[config.mk]
export PLATFORM = sky130hd
export DESIGN_NAME = decimate_multi
export DESIGN_NICKNAME = d
export VERILOG_FILES = /design/src/rtl/decimate_pkg.sv /design/src/rtl/decimate_lane.sv /design/src/rtl/decimate_multi.sv
export SDC_FILE = /design/constraint.sdc
export NUM_CORES = 1
export LEC_CHECK = 0
export ABC_AREA = 1
export CAP_MARGIN = 15
export CORE_MARGIN = 3
export CORE_UTILIZATION = 40
export DETAILED_ROUTE_END_ITERATION = 6
export PLACE_DENSITY_LB_ADDON = 0.1
export SYNTH_ARGS = -nofsm -noshare
export SYNTH_HDL_FRONTEND = slang
export SYNTH_SLANG_ARGS = --single-unit
[constraint.sdc]
create_clock -name clk -period 3.1 [get_ports clk]
set_input_delay 0.93 -clock clk [delete_from_list [all_inputs] [get_ports clk]]
set_output_delay 0.93 -clock clk [all_outputs]
set_load 0.03 [all_outputs]
[src/rtl/decimate_pkg.sv]
// rtl/decimate_pkg.sv - shared types and helpers for the multi-channel decimator
// Purpose: decimation mode enum and output-width helper used by decimate_multi
//          and decimate_lane.
// Ports:   none (package).
package decimate_pkg;

  typedef enum logic [1:0] {
    DEC_KEEP = 2'd0,
    DEC_SUM  = 2'd1,
    DEC_AVG  = 2'd2,
    DEC_RSVD = 2'd3
  } dec_mode_t;

  // A sum of 2**max_log2 samples of 'width' bits needs max_log2 extra bits.
  function automatic int out_width(input int width, input int max_log2);
    return width + max_log2;
  endfunction

endpackage

[src/rtl/decimate_lane.sv]
// rtl/decimate_lane.sv - one channel of the decimator: accumulator, keep capture, result mux
// Purpose: accumulates one channel's samples over a frame and registers the
//          KEEP / SUM / AVG result when the frame closes.
// Ports:   clk, rst          clock, synchronous active-high reset
//          i_load            first sample of a frame (loads, does not add)
//          i_add             later sample of a frame (adds to accumulator)
//          i_done            this sample closes the frame; register result
//          i_clear           flush: zero the accumulator
//          i_data            signed sample
//          i_mode, i_log2    frame configuration in effect for this sample
//          o_data            registered result, held between frames
module decimate_lane
  import decimate_pkg::*;
#(
  parameter int WIDTH     = 16,
  parameter int MAX_LOG2  = 4,
  parameter int OUT_WIDTH = WIDTH + MAX_LOG2,
  parameter int LW        = $clog2(MAX_LOG2 + 1)
) (
  input  logic                 clk,
  input  logic                 rst,
  input  logic                 i_load,
  input  logic                 i_add,
  input  logic                 i_done,
  input  logic                 i_clear,
  input  logic [WIDTH-1:0]     i_data,
  input  logic [1:0]           i_mode,
  input  logic [LW-1:0]        i_log2,
  output logic [OUT_WIDTH-1:0] o_data
);

  logic signed [OUT_WIDTH-1:0] r_acc;
  logic signed [OUT_WIDTH-1:0] r_keep;
  logic signed [OUT_WIDTH-1:0] r_out;

  logic signed [OUT_WIDTH-1:0] w_ext;
  logic signed [OUT_WIDTH-1:0] w_sum;
  logic signed [OUT_WIDTH-1:0] w_keep;
  logic signed [OUT_WIDTH-1:0] w_result;

  assign w_ext  = OUT_WIDTH'($signed(i_data));
  // Sample 0 of a frame starts from the sample itself, never from the stale
  // accumulator, so back-to-back frames need no idle cycle.
  assign w_sum  = i_load ? w_ext : (r_acc + w_ext);
  assign w_keep = i_load ? w_ext : r_keep;

  always_comb begin
    w_result = w_keep;
    case (dec_mode_t'(i_mode))
      DEC_SUM: w_result = w_sum;
      DEC_AVG: w_result = w_sum >>> i_log2;  // arithmetic: floor toward -inf
      default: w_result = w_keep;            // KEEP and reserved
    endcase
  end

  always_ff @(posedge clk) begin
    if (rst) begin
      r_acc  <= '0;
      r_keep <= '0;
      r_out  <= '0;
    end else begin
      if (i_clear) begin
        r_acc <= '0;
      end else if (i_load || i_add) begin
        r_acc <= w_sum;
      end
      if (i_load) begin
        r_keep <= w_ext;
      end
      if (i_done) begin
        r_out <= w_result;
      end
    end
  end

  assign o_data = r_out;

endmodule

[src/rtl/decimate_multi.sv]
// rtl/decimate_multi.sv - multi-channel runtime-programmable decimator top
// Purpose: emits one result per channel for every 2**L input sample sets, with
//          per-frame latched factor and KEEP/SUM/AVG mode, and partial-frame flush.
// Ports:   clk, rst     clock, synchronous active-high reset
//          valid_in     data_in holds a sample set this cycle
//          data_in      NUM_CH packed signed samples, channel 0 in LSBs
//          log2_fac     requested log2 factor (clamped to MAX_LOG2)
//          mode         0 KEEP, 1 SUM, 2 AVG, 3 behaves as KEEP
//          flush        discard the partial frame
//          valid_out    one-cycle pulse per completed frame
//          data_out     NUM_CH packed signed results, held between pulses
//          frame_err    sticky: a flush discarded accumulated samples
module decimate_multi
  import decimate_pkg::*;
#(
  parameter  int WIDTH     = 16,
  parameter  int NUM_CH    = 2,
  parameter  int MAX_LOG2  = 4,
  localparam int OUT_WIDTH = out_width(WIDTH, MAX_LOG2),
  localparam int LW        = $clog2(MAX_LOG2 + 1)
) (
  input  logic                        clk,
  input  logic                        rst,
  input  logic                        valid_in,
  input  logic [NUM_CH*WIDTH-1:0]     data_in,
  input  logic [LW-1:0]               log2_fac,
  input  logic [1:0]                  mode,
  input  logic                        flush,
  output logic                        valid_out,
  output logic [NUM_CH*OUT_WIDTH-1:0] data_out,
  output logic                        frame_err
);

  localparam int            CNT_W = MAX_LOG2;
  localparam logic [LW-1:0] MAX_L = LW'(MAX_LOG2);

  logic [CNT_W-1:0] r_cnt;
  logic [LW-1:0]    r_log2;
  dec_mode_t        r_mode;
  logic             r_valid;
  logic             r_err;

  logic             w_start;
  logic [LW-1:0]    w_log2_req;
  logic [LW-1:0]    w_log2;
  dec_mode_t        w_mode;
  logic [CNT_W:0]   w_mask;
  logic             w_last;
  logic             w_take;
  logic             w_load;
  logic             w_add;
  logic             w_done;

  assign w_start    = (r_cnt == '0);
  assign w_log2_req = (log2_fac > MAX_L) ? MAX_L : log2_fac;

  // On the first sample of a frame the live inputs are used directly, so the
  // frame's config applies to that very sample (including L=0 pass-through).
  assign w_log2 = w_start ? w_log2_req : r_log2;
  assign w_mode = w_start ? dec_mode_t'(mode) : r_mode;

  assign w_mask = ((CNT_W+1)'(1) << w_log2) - (CNT_W+1)'(1);
  assign w_last = ({1'b0, r_cnt} == w_mask);

  assign w_take = valid_in && !flush;
  assign w_load = w_take && w_start;
  assign w_add  = w_take && !w_start;
  assign w_done = w_take && w_last;

  always_ff @(posedge clk) begin
    if (rst) begin
      r_cnt   <= '0;
      r_log2  <= '0;
      r_mode  <= DEC_KEEP;
      r_valid <= 1'b0;
      r_err   <= 1'b0;
    end else begin
      r_valid <= w_done;
      if (flush) begin
        r_cnt <= '0;
        if (r_cnt != '0) begin
          r_err <= 1'b1;
        end
      end else if (valid_in) begin
        r_cnt <= w_last ? '0 : (r_cnt + CNT_W'(1));
        if (w_start) begin
          r_log2 <= w_log2_req;
          r_mode <= dec_mode_t'(mode);
        end
      end
    end
  end

  for (genvar g = 0; g < NUM_CH; g++) begin : g_lane
    decimate_lane #(
      .WIDTH    (WIDTH),
      .MAX_LOG2 (MAX_LOG2),
      .OUT_WIDTH(OUT_WIDTH),
      .LW       (LW)
    ) u_lane (
      .clk    (clk),
      .rst    (rst),
      .i_load (w_load),
      .i_add  (w_add),
      .i_done (w_done),
      .i_clear(flush),
      .i_data (data_in[g*WIDTH +: WIDTH]),
      .i_mode (w_mode),
      .i_log2 (w_log2),
      .o_data (data_out[g*OUT_WIDTH +: OUT_WIDTH])
    );
  end

  assign valid_out = r_valid;
  assign frame_err = r_err;

endmodule
## Word level (Yosys, flattened, before mapping)

Index checks and enable logic that the tools add are counted.

| word-level totals | value |
|---|---|
| output and inout bits | 42 |
| bits of input ports | 41 |
| register bits | 131 |
| logic and storage cells | 45 |

| cells by class | value |
|---|---|
| add/subtract/negate cells | 4 |
| reductions and logical operators | 12 |
| magnitude comparators | 1 |
| eq/ne operators | 3 |
| muxes and demuxes | 10 |
| bitwise logic cells | 1 |
| shifts and indexed selects | 3 |

Operator list:

| cell | count |
|---|---|
| $mux 20 | 4 |
| $pmux 20 s2 | 2 |
| $add 20x16->20 | 2 |
| $sshr 20x3->20 | 2 |
| $mux 3 | 2 |
| $eq 4x5->1 | 1 |
| $shl 1x3->5 const A | 1 |
| $sub 5x2->5 const B | 1 |
| $add 4x1->4 const B | 1 |
| $logic_and 1x1->1 | 4 |
| $logic_not 4->1 | 1 |
| $mux 4 | 1 |
| $reduce_and 2->1 | 2 |
| $reduce_bool 4->1 | 1 |
| $gt 3x3->1 const B | 1 |
| $eq 2x1->1 const B | 1 |
| $eq 2x2->1 const B | 1 |
| $logic_not 1->1 | 2 |
| $mux 2 | 1 |
| $reduce_or 2->1 | 1 |
| $logic_or 1x1->1 | 1 |
| $not 1->1 | 1 |

## Depth between registers and ports, before layout

Gate-level depths: netlist of run 1.

| depth | value |
|---|---|
| word-level depth | 7 |
| depth in mapped cells | 23 |
| mapped depth without buffers | 23 |

## By module

Synthesis of run 1 repeated with hierarchy kept, for this count alone.

| second synthesis, totals | value |
|---|---|
| cell total of the unflattened synthesis | 1797 |
| area total of the unflattened synthesis | 10507.6 sq um |

Modules (own cells, without submodules):

| module | instances | seq. area each (sq um) | cells each | area each (sq um) |
|---|---|---|---|---|
| decimate_lane at g_lane[0].u_lane | 1 | 1201.2 | 839 | 4890.9 |
| decimate_lane at g_lane[1].u_lane | 1 | 1201.2 | 838 | 4849.7 |
| decimate_multi | 1 | 220.2 | 120 | 767.0 |

## Least setup slack after synthesis of run 1

OpenSTA, ideal clock, no wires.

| timing path | value |
|---|---|
| path kind | input -> register |
| from | input log2_fac[2] |
| to | register g_lane[1].u_lane.r_out[16] |
| stages | 15 |
| slack | 61 ps |
| library setup time | 70 ps |
| buffers on the path | 1 |
| required time | 3030 ps |
| arrival | 2968 ps |
| cell sequence | nor2_1 > nand2_1 > o21ai_4 > clkinv_1 > nor2_1 > nand2_1 > ha_1 > xor2_1 > o2111ai_1 > nor2_2 > nand4_4 > buf_6 > a21oi_1 > nand2_1 > a21oi_1 |

| on the way | value |
|---|---|
| longest elaborated chain between the ends | 7 |
| elaborated cells between the ends (all ways) | 9 |
| those cells by class | 1 x add/sub; 1 x order compare; 1 x eq/ne; 2 x shift; 3 x mux; 1 x reduce/logical |

RTL lines:

| what | RTL line | text |
|---|---|---|
| start: declaration | decimate_multi.sv:26 | `input logic [LW-1:0] log2_fac,` |
| $gt 3x3->1 | decimate_multi.sv:55 | `assign w_log2_req = (log2_fac > MAX_L) ? MAX_L : log2_fac;` |
| $mux 3 (*) | decimate_multi.sv:55 |  |
| $mux 3 (*) | - |  |
| $shl 1x3->5 | decimate_multi.sv:62 | `assign w_mask = ((CNT_W+1)'(1) << w_log2) - (CNT_W+1)'(1);` |
| $sub 5x2->5 | decimate_multi.sv:62 |  |
| $eq 4x5->1 | decimate_multi.sv:63 | `assign w_last = ({1'b0, r_cnt} == w_mask);` |
| $logic_and 1x1->1 | decimate_multi.sv:68 | `assign w_done = w_take && w_last;` |
| end signal: assignment | decimate_lane.sv:71 | `r_out <= w_result;` |
| end: declaration | decimate_lane.sv:34 | `logic signed [OUT_WIDTH-1:0] r_out;` |

Mark *: on every way between the ends. The rest lies on a longest branch, timed or not.
A chain may end at the register's enable or synchronous reset.

## Worst setup path after layout of run 1

| timing path | value |
|---|---|
| from | input data_in[16] |
| to | register g_lane[1].u_lane.r_out[3] |

| on the way | value |
|---|---|
| longest elaborated chain between the ends | 4 |

RTL lines:

| what | RTL line | text |
|---|---|---|
| start: declaration | decimate_multi.sv:25 | `input logic [NUM_CH*WIDTH-1:0] data_in,` |
| $add 20x16->20 | decimate_lane.sv:44 | `assign w_sum = i_load ? w_ext : (r_acc + w_ext);` |
| $mux 20 (*) | decimate_lane.sv:44 |  |
| $sshr 20x3->20 | decimate_lane.sv:51 | `DEC_AVG: w_result = w_sum >>> i_log2;` |
| $pmux 20 s2 (*) | decimate_lane.sv:49 | `case (dec_mode_t'(i_mode))` |

Marked as above.

==> results.toml, run 1 <==
[setup_path]
slowest_delay_ns = 0.38
required_ns = 3.42
r2r_cells = 19
crit_path_start_kind = "input pin"
regToRegSetupSlack_ns = 0.14
crit_slowest_cell = "fa_2"
crit_top_cell = "nand2_1"
crit_chain = "dlygate4sd2_1, ha_2, fa_2, nand2_1, nand3_1, buf_4, a21o_1, nand2_1, o21a_1, nand2_1, nand3_1, nand2_1, o21ai_1, o21ai_1, buf_4, a21oi_1, nor2_1"
worst_r2r_endpoint = "g_lane[1].u_lane.o_data[3]"
path_class = "input pin to register"
worstPathMaxFanout = 4
cp-end-kind = "register"
crit_arrival_ns = 3.33
r2r_start = "r_cnt[1]"

[synth]
ys_ff_latch = 131
yosys_warnings = 0
postSynthCellCount = 1680
async_flop_share_pct = 0
netlist_area_um2 = 9840
ys_top_cells_by_area = "dfxtp_1 (27%), nand2_1 (20%), nand3_1 (10%), a21oi_1 (8.9%), inv_1 (6.4%)"
synth_area_leader_cell = "dfxtp_1"
synth_fp_nets = 1766
post-synth-top-area-fraction_pct = 26.7
ys.flop_type = "dfxtp_1"
syn_avg_cell_area_um2 = 5.86
synth_cell_types = 39
synth_edf_count = 0
ys_seq_area_share_pct = 26.7

[floorplan]
core_um2 = 23800
ios = 83
die_y_um = 163
row_count = 56
fp.dieArea_um2 = 26500
start_util_pct = 41.3
die_w_um = 163

[sta]
setup_slack_ns = 0.0920
worst_pin_slew_ns = 0.707
finalSetupTns_ns = 0
skew_ns = 0.0123
hold_violations = 0
setup_violations = 0
fmax_mhz = 332
post-route-period-util_pct = 97.0
period_minus_slack_ns = 3.01
slew_viol_final = 0
slew_headroom_pct = 52.8

[global_routing]
overflow = 0
grt_start_max_net_pins = 52
grt_pass1_vias = 11716
grt_pass1_wl_mm = 59.5
antenna_found_initial = 0
grt_util_all_layers_pct = 28.4

[pwr]
finalPower_mw = 6.01
power.density_nw_per_um2 = 416
ir_drop_v = 0.000311
leakagePower_nw = 7.28

[placed_design]
gp_congestion = 0.953
place_ws_ns = -0.865
dp_hpwl_mm = 28.7
dp.cells = 2295
io_buffers = 82

[cts]
cts_sinks = 131
clockBufferDepth = 2
ctsRootBufferMaster = "clkbuf_16"
cts.reportedPaths.clkPinSlew_ns = 0.07
insertion_delay_ns = 0.44
htree_levels = 4
numCtsBuffers = 17
tritoncts = "built"

[status]
status = "finished clean"

[layout]
stdcell_count = 2347
nets = 2101
final_common_cell = "nand2_1"
antenna_cells = 0
fillers = 2415
area_delta_synth_final_pct = 47.0
drive_above_1_share_pct = 24.0
final_cell_mix = "nand2_1 (508), buf_4 (302), nand3_1 (194)"

[route]
routed_wl_mm = 38.8
drc = 0
ant_nets = 0
first_pass_iters = 5
drt_iter0_drc = 781
wl_per_cell_um = 16.5
avgViaCountPerCell = 5.22
via_count = 12252

[hold_path]
hold-path-cell-count = 2
hp-class = "register to register"
holdPathEnd = "g_lane[1].u_lane.o_data[12]"
hp-start = "g_lane[1].u_lane.o_data[12]"

[job]
cap_viol_max_count = 0
## state kept, by name, indices dropped and copies added (netlist names)
name	cells
r_log2	3
g_lane.u_lane.o_data	40
valid_out	1
r_mode	2
r_cnt	4
frame_err	1
g_lane.u_lane.r_acc	40
g_lane.u_lane.r_keep	40
## power by group
part           total [mW]  switching [mW]  internal, mW
Sequential           1.78          0.0372          1.75
Clock                1.98           0.915          1.06
Combinational        2.26            1.29         0.964
Total                6.01            2.24          3.77
## layout make-up
class | instances | area, um2 | area share, %
multi-input cells | 1291 | 6920 | 47.8
repair buffers | 394 | 3280 | 22.7
flip-flops and latches | 131 | 2620 | 18.1
inverters | 180 | 679 | 4.70
clock buffers | 17 | 425 | 2.94
well taps | 319 | 399 | 2.76
clock inverters | 15 | 140 | 0.969
## timing repair
| item | CTS | global route |
|---|---|---|
| hold buffers | 0 | 0 |
| resized for setup | 73 | 105 |
| hold endpoints to repair | 0 | 0 |
| cloned | 1 | 0 |
| setup endpoints to repair | 45 | 42 |
| setup buffers | 9 | 11 |
| pin swaps | 15 | 31 |
## worst max-delay path by stage
stage                start                           to  slack [ns]  depth (start not counted)
5_1_grt        data_in[16]   g_lane[1].u_lane.o_data[3]       -0.04                         17
3_5_place_dp   data_in[16]   g_lane[1].u_lane.o_data[8]       -0.86                         21
3_3_place_gp   data_in[16]   g_lane[1].u_lane.o_data[8]       -0.80                         21
2_1_floorplan  log2_fac[2]  g_lane[1].u_lane.o_data[16]        0.06                         15
4_1_cts        log2_fac[1]   g_lane[1].u_lane.o_data[4]       0.003                         16
6_report       data_in[16]   g_lane[1].u_lane.o_data[3]        0.09                         17
## metal layers
layer | vias up | share of wire [%] | wire length, um | global-route usage (%)
met5 | - | 0 | 0 | 0
met4 | 0 | 4.5 | 1740 | 11.7
met3 | 108 | 4.1 | 1580 | 3.61
met2 | 343 | 52 | 20000 | 53.5
met1 | 5653 | 40 | 15400 | 32.1
li1 | 6148 | - | - | -
## cells in the mapped netlist, types with 3 or more instances
cell      count
nand2_1     537
nand3_1     205
a21oi_1     174
inv_1       169
nor2_1      134
dfxtp_1     131
o21ai_0     100
clkbuf_1     59
ha_1         43
o211ai_1     17
nand3b_1     15
buf_2        11
inv_2         9
nand4_1       8
nor3_1        8
o21ai_1       8
or2_2         6
nor2_2        5
o22ai_1       5
xor2_1        5
buf_1         4
xnor2_1       3
## through the flow
stage          utilization [%]  hold WS (ns)  instance area, um2
6_report                  60.7         0.464               14500
5_1_grt                   60.7         0.482               14500
4_1_cts                   58.6         0.467               14000
3_5_place_dp              54.4         0.457               13000
3_3_place_gp              54.4         0.454               13000
2_1_floorplan                -         0.444                9840
## worst max-delay path, delay by kind of cell
family,cells,cell delay (ns)
compound gates,5,0.74
fa+ha+maj,2,0.58
buf+inv,3,0.56
simple gates,7,0.52
## cell families (layout without fill, tap and decap cells)
family / after synthesis / after routing / synth area share, %
adders and majority gates: 45 / 45 / 5.88
buffers and inverters: 258 / 606 / 10.2
and+or+nand+nor: 924 / 924 / 39.6
DFF: 131 / 131 / 26.7
AOI/OAI and AO/OA: 314 / 314 / 17.0
xor gates and xnor gates: 8 / 8 / 0.712
(Power assumes the default switching activity.)
==> run 2, diff against run 1 <==
--- a/config.mk
+++ b/config.mk
@@ -6,6 +6,7 @@
 export NUM_CORES = 1
 export LEC_CHECK = 0
 export ABC_AREA = 1
+export ABC_CLOCK_PERIOD_IN_PS = 3100
 export CAP_MARGIN = 15
 export CORE_MARGIN = 3
 export CORE_UTILIZATION = 40
==> results of run 2 <==
Final layout, timing and power as in run 1 (identical DEF).
